## src/rtl/rx_bit_timer.sv

```systemverilog
`default_nettype none
// ============================================================================
//  Module   : rx_bit_timer
//  Purpose  : Receiver bit-timing stage. While enable_timer is held high it
//             issues one shift_strobe at the end of each serial bit period
//             (data bits plus stop bit), then a single packet_done pulse.
//             Dropping enable_timer at any point aborts and clears.
//  Revision : 1.0  - initial release
// ============================================================================
module rx_bit_timer #(
  parameter int CLKS_PER_BIT = 10,  // clocks per serial bit, 2..1023
  parameter int DATA_BITS    = 8    // data bits per frame, 1..14
) (
  input  logic       clk,
  input  logic       rst,
  input  logic       enable_timer,
  output logic       shift_strobe,
  output logic       packet_done,
  output logic [3:0] bit_cnt,
  output logic       busy
);

  // Width just large enough to hold the value CLKS_PER_BIT itself.
  localparam int CNT_W = $clog2(CLKS_PER_BIT + 1);

  localparam logic [CNT_W-1:0] CNT_ONE  = CNT_W'(1);
  localparam logic [CNT_W-1:0] CNT_FULL = CNT_W'(CLKS_PER_BIT);
  // Count value one short of a full period: the increment that reaches
  // CNT_FULL is the one that raises the strobe.
  localparam logic [CNT_W-1:0] CNT_PRE  = CNT_W'(CLKS_PER_BIT - 1);
  // bit_cnt value at which the next rollover completes the stop bit.
  localparam logic [3:0]       BIT_LAST = 4'(DATA_BITS);

  typedef enum logic [1:0] {
    S_IDLE  = 2'd0,
    S_COUNT = 2'd1,
    S_DONE  = 2'd2
  } state_t;

  state_t           state;
  logic [CNT_W-1:0] clk_cnt;

  // Bit-timing state machine; every output is a register updated here.
  always_ff @(posedge clk) begin
    if (rst) begin
      state        <= S_IDLE;
      clk_cnt      <= '0;
      bit_cnt      <= 4'd0;
      shift_strobe <= 1'b0;
      packet_done  <= 1'b0;
      busy         <= 1'b0;
    end else begin
      // Both pulses are single-cycle unless a branch below re-asserts them.
      shift_strobe <= 1'b0;
      packet_done  <= 1'b0;

      case (state)
        S_IDLE: begin
          bit_cnt <= 4'd0;
          if (enable_timer) begin
            // The enabling edge itself counts as the first clock of bit 1.
            state   <= S_COUNT;
            clk_cnt <= CNT_ONE;
            busy    <= 1'b1;
          end else begin
            clk_cnt <= '0;
            busy    <= 1'b0;
          end
        end

        S_COUNT: begin
          if (!enable_timer) begin
            // Abort: takes priority even over the final rollover.
            state   <= S_IDLE;
            clk_cnt <= '0;
            bit_cnt <= 4'd0;
            busy    <= 1'b0;
          end else if (clk_cnt == CNT_FULL) begin
            // Bit period rollover: the strobe cycle has just ended.
            clk_cnt <= CNT_ONE;
            bit_cnt <= bit_cnt + 4'd1;
            if (bit_cnt == BIT_LAST) begin
              state       <= S_DONE;
              packet_done <= 1'b1;
              busy        <= 1'b0;
            end
          end else begin
            clk_cnt      <= clk_cnt + CNT_ONE;
            shift_strobe <= (clk_cnt == CNT_PRE);
          end
        end

        S_DONE: begin
          // Parked until the control unit drops enable_timer, so a held-high
          // enable never starts a second packet.
          busy <= 1'b0;
          if (!enable_timer) begin
            state   <= S_IDLE;
            clk_cnt <= '0;
            bit_cnt <= 4'd0;
          end
        end

        default: begin
          state   <= S_IDLE;
          clk_cnt <= '0;
          bit_cnt <= 4'd0;
          busy    <= 1'b0;
        end
      endcase
    end
  end

endmodule
`default_nettype wire

```

## config.mk

```make
export PLATFORM = sky130hd
export DESIGN_NAME = rx_bit_timer
export DESIGN_NICKNAME = d
export VERILOG_FILES = /design/src/rtl/rx_bit_timer.sv
export SDC_FILE = /design/constraint.sdc
export NUM_CORES = 1
export LEC_CHECK = 0
export BUFFER_PORTS_ARGS = -buffer_cell sky130_fd_sc_hd__buf_4
export CAP_MARGIN = 20
export CORE_AREA = 2 2 39 41
export DETAILED_ROUTE_END_ITERATION = 10
export DIE_AREA = 0 0 41 43
export PLACE_DENSITY = 0.72
export REMOVE_ABC_BUFFERS = 1
export SLEW_MARGIN = 20
export SYNTH_ARGS = -nofsm -noshare
export SYNTH_HDL_FRONTEND = slang
export SYNTH_SLANG_ARGS = --single-unit
```

## constraint.sdc

```tcl
create_clock -name clk -period 4.1 [get_ports clk]
set_clock_uncertainty 0.15 [all_clocks]
set_input_delay 0.205 -clock clk [delete_from_list [all_inputs] [get_ports clk]]
set_output_delay 0.205 -clock clk [all_outputs]
set_load 0.005 [all_outputs]
```

==> Yosys cells after proc, flatten, opt, wreduce, memory -nomap -nowiden <==
Index checks and enable logic that the tools add are counted.
{ "word_totals": {"wordCells": 46, "out_inout_bits": 7, "ff_bits": 13} }
{ "op_classes": {"bitwise": 3, "add_sub_neg": 2, "reduce_logical": 6, "n_mux": 20, "n_eq_ne": 9} }
{ "ops": {"columns": ["op", "n"], "rows": [
  ["$mux W4", 5],
  ["$eq A4 B4 Y1 const B", 3],
  ["$pmux W4 S3", 1],
  ["$mux W2", 5],
  ["$add A4 B1 Y4 const B", 2],
  ["$pmux W4 S2", 1],
  ["$reduce_or A4 Y1", 2],
  ["$mux W1", 6],
  ["$ne A3 B3 Y1 const B", 2],
  ["$pmux W2 S3", 1],
  ["$ne A2 B2 Y1 const B", 2],
  ["$reduce_and A2 Y1", 2],
  ["$reduce_and A4 Y1", 1],
  ["$not A1 Y1", 3],
  ["$eq A2 B1 Y1 const B", 1],
  ["$eq A2 B2 Y1 const B", 1],
  ["$logic_not A2 Y1", 1],
  ["$pmux W1 S2", 1]
]} }

==> Depth between registers and ports, before layout <==
{ "logic_depth": {"word_depth": 5, "mapped_depth": 5, "depth_no_buf": 5} }

==> Least setup slack after synthesis <==
No wires, ideal clock.
{ "synth_timing": {"path_kind": "reg2reg", "from": "reg state[0]", "to": "reg bit_cnt[2]", "stages_incl_launch_ff": 6, "required_time_ps": 3878, "setup_ps": 72, "slack_ps": 2760, "period_less_slack_ps": 1340, "n_path_buf": 2, "arrival_time_ps": 1119, "path_cell_list": "dfxtp_1 -> buf_4 -> and3b_1 -> buf_6 -> a211oi_2 -> mux2i_1"} }
{ "synth_via": {"elab_chain_len": 3} }
{ "synth_rtl": {"columns": ["element", "line", "text"], "rows": [
  ["from (decl)", "40", "state_t state;"],
  ["from (signal assigned)", "46", "state <= S_IDLE;"],
  ["from (signal assigned)", "62", "state <= S_COUNT;"],
  ["from (signal assigned)", "74", "state <= S_IDLE;"],
  ["$eq A2 B1 Y1 or $eq A2 B2 Y1 (tied branches)", "57", "case (state)"],
  ["$ne A3 B3 Y1 (no line) or $ne A2 B2 Y1 (tied branches)", null, null],
  ["$reduce_and A2 Y1 (no line)", null, null],
  ["to (signal assigned)", "81", "bit_cnt <= bit_cnt + 4'd1;"],
  ["to (decl)", "19", "output logic [3:0] bit_cnt,"]
]} }
Several ways; a longest one is shown, not always the timed one.
A chain may end at the register's enable or synchronous reset.

==> Final worst setup path <==
{ "layout_timing": {"from": "reg state[0]", "to": "reg clk_cnt[3]"} }
{ "layout_via": {"elab_chain_len": 2} }
{ "layout_rtl": {"columns": ["element", "line", "text"], "rows": [
  ["$eq A2 B2 Y1 (tied with other cells)", "57", null],
  ["$pmux W4 S3 or $ne A2 B2 Y1 (tied branches)", null, null],
  ["to (signal assigned)", "88", "clk_cnt <= clk_cnt + CNT_ONE;"],
  ["to (decl)", "41", "logic [CNT_W-1:0] clk_cnt;"]
]} }
Several ways; a longest one is shown, not always the timed one.

==> flow_summary.ini <==
[worst_setup_path]
required_ns = 4.16
ff2ff_setup_slack_ns = 2.44
path_max_fanout = 11
worstReg2RegEnd = clk_cnt[3]
crit_chain = and3b_1, or3b_1, a31oi_1
path_class = flip-flop to flip-flop
cp_slowest_stage_delay_ns = 0.47
slowest_stage = dfxtp_1
arrival_ns = 1.72
start_kind = flip-flop
endpoint_kind = flip-flop
worstReg2RegStart = state[0]
cp_num_buf_inv = 0
crit_family = simple AND/OR/NAND/NOR gates
reg2reg_depth = 3

[yosys]
synthMuxAreaShare = 0.0591
yosysMostFrequentCell = dfxtp_1
yosys.area.top_type = dfxtp_1
synth_top_family_by_area = simple AND/OR/NAND/NOR gates
synth_cell_types = 32
synth_compound_area_frac = 0.139
synthFlopType = dfxtp_1
synthSimpleGateAreaFrac = 0.303
synth_top_area_share = 0.384
syn-instance-count = 72
ys_ff_latch = 13
synth_xor_area_frac = 0.0129
ys_seq_area_frac = 0.384
yosys.area_share.adder = 0.0370
synth_area_um2 = 677
synthArstFlopShare = 0
synth_area_leaders = dfxtp_1 (38%), mux2i_1 (5.9%), nand3_1 (5.2%)
synth_common_cells = dfxtp_1 (13), nand3_1 (7), a21oi_1 (5), mux2i_1 (4), nand3b_1 (4)
syn_avg_cell_area_um2 = 9.40
synth_edf_count = 0
yosysWarningCount = 0

[global_routing]
grt_max_degree = 12
antenna_found_initial = 0
grt.total_usage = 0.177
grt_pass1_wl_um = 2170
grt_overflow_total = 0
grt_pass1_vias = 509

[place]
io_buffer_count = 9
dp_slack_ns = 2.47
dp_hpwl_um = 821
routabilityCongestion = 0.751

[hold_path]
min_to = bit_cnt[1]
min-delay-start = enable_timer
hold_path_class = input port to flip-flop
holdPathStages = 4

[clock_network]
clkTransAtPathRegs_ns = 0.08
post_cts_buffers = 0
cts_root_buf = clkbuf_4
clk_latency_ns = 0.28
htreeDepth = 1
holdBufCountCts = 1
numCtsBuffers = 3
cts_resized = 0
cts_tree = built
cts_buffer_depth = 2
cts.sinks = 13

[timing]
fin_tns_setup_ns = 0
fmax_mhz = 603
slew_headroom = 0.574
report.final.slew_viol_count = 0
hold_viol = 0
tightestPinTransition_ns = 0.637
period_needed_ns = 1.66
setup_slack_ns = 2.44
setup_violations = 0
finalCritPeriodShare = 0.405
rsz0062_at_grt = no

[final_layout]
num_antenna_cells = 0
layout-drive-gt1-share = 0.210
area_delta_synth_final_pct = 13.5
final_nets = 87

[power_and_ir_drop]
p_seq_frac = 0.580
p_per_area_mw_per_mm2 = 298
combPwrFrac = 0.072
leakagePower_nw = 0.289
pwr-share-clk = 0.348
power.internal_mw = 0.174
swShare = 0.237
peakVddDrop_mv = 0.177
p_sw_mw = 0.0543
finalPower_mw = 0.229

[drt]
drc = 0
wire_per_inst_um = 12.7
wirelength_um = 1230
drtIter0Drc = 3
antenna_left = 0
avgViaCountPerCell = 5.90
first_pass_iters = 2
num_vias = 572

[die]
core_region_area_mm2 = 0.00138
floorplan.initialDensity = 0.489
fp.dieW_um = 41
rows = 14
die_area_mm2 = 0.00176
boundaryPins = 10
die_y_um = 43

[run_status]
outcome = completed

[flow_run]
drv_cap = 0
power groups by stage:
stage                     clock [mW]  sequential, mW  combinational [mW]
after floorplan                    0           0.135             0.00965
after global placement             0           0.135              0.0155
after detailed placement           0           0.136              0.0157
after CTS                     0.0823           0.133              0.0166
after global routing          0.0855           0.133              0.0184
final                         0.0795           0.133              0.0165
layer usage:
metal	share of wire	up-vias	global-route usage	routed length [µm]
li1	-	283	-	-
met1	0.48	271	0.243	587
met2	0.45	13	0.250	555
met3	0.045	5	0.0314	56
met4	0.026	0	0.100	32
met5	0	-	0	0
state kept, by name, summed over array words and instances, names as in the netlist:
signal	cells
bit_cnt	4
busy	1
packet_done	1
state	2
clk_cnt	4
shift_strobe	1
cells in the final DEF, fill, tap and decap left out, types with 2 or more instances in the layout:
cell / n
dfxtp_1: 13
clkbuf_4: 3
ha_1: 2
nand2_1: 3
a21oi_1: 5
nand4b_1: 2
a31oi_1: 2
nand3b_1: 4
buf_4: 9
a211oi_2: 2
nand3_1: 7
inv_1: 3
o21ai_0: 3
mux2i_1: 4
and3b_1: 3
worst max-delay path by stage:
stage	startpoint	end	slack, ns	depth (start not counted)
floorplan	state[0]	clk_cnt[3]	2.62	3
global placement	state[0]	clk_cnt[3]	2.49	3
detailed placement	state[0]	clk_cnt[3]	2.47	3
CTS	rst	bit_cnt[0]	2.45	5
global route	rst	bit_cnt[3]	2.29	5
finish	state[0]	clk_cnt[3]	2.44	3
worst reg2reg max path, delay by kind of cell, from the launching register on:
family / cells / cell delay (ns)
DFF: 1 / 0.47
AOI/OAI and AO/OA: 1 / 0.15
and+or+nand+nor: 2 / 0.82
kinds of logic after synthesis:
group / count (synthesis)
buffers and inverters: 8
DFF: 13
AOI/OAI and AO/OA: 14
xor gates and xnor gates: 1
adders and majority gates: 2
muxes: 4
and+or+nand+nor: 30
area by class of cell:
cell class,count,area [µm²]
clock buffers,4,26.3
fillers,141,616
inverters,3,11.3
multi-input cells,51,373
flip-flops and latches,13,260
well taps,16,20.0
repair buffers,10,77.6
metrics by stage:
step | utilization | area (µm²) | instances | hold WS [ns]
6_report | 0.555 | 768 | 97 | 0.257
5_1_grt | 0.555 | 768 | 97 | 0.291
4_1_cts | 0.555 | 768 | 97 | 0.253
3_5_place_dp | 0.529 | 732 | 92 | 0.270
3_3_place_gp | 0.529 | 732 | 92 | 0.266
2_1_floorplan | - | 644 | 67 | 0.124
(Power assumes the default switching activity.)
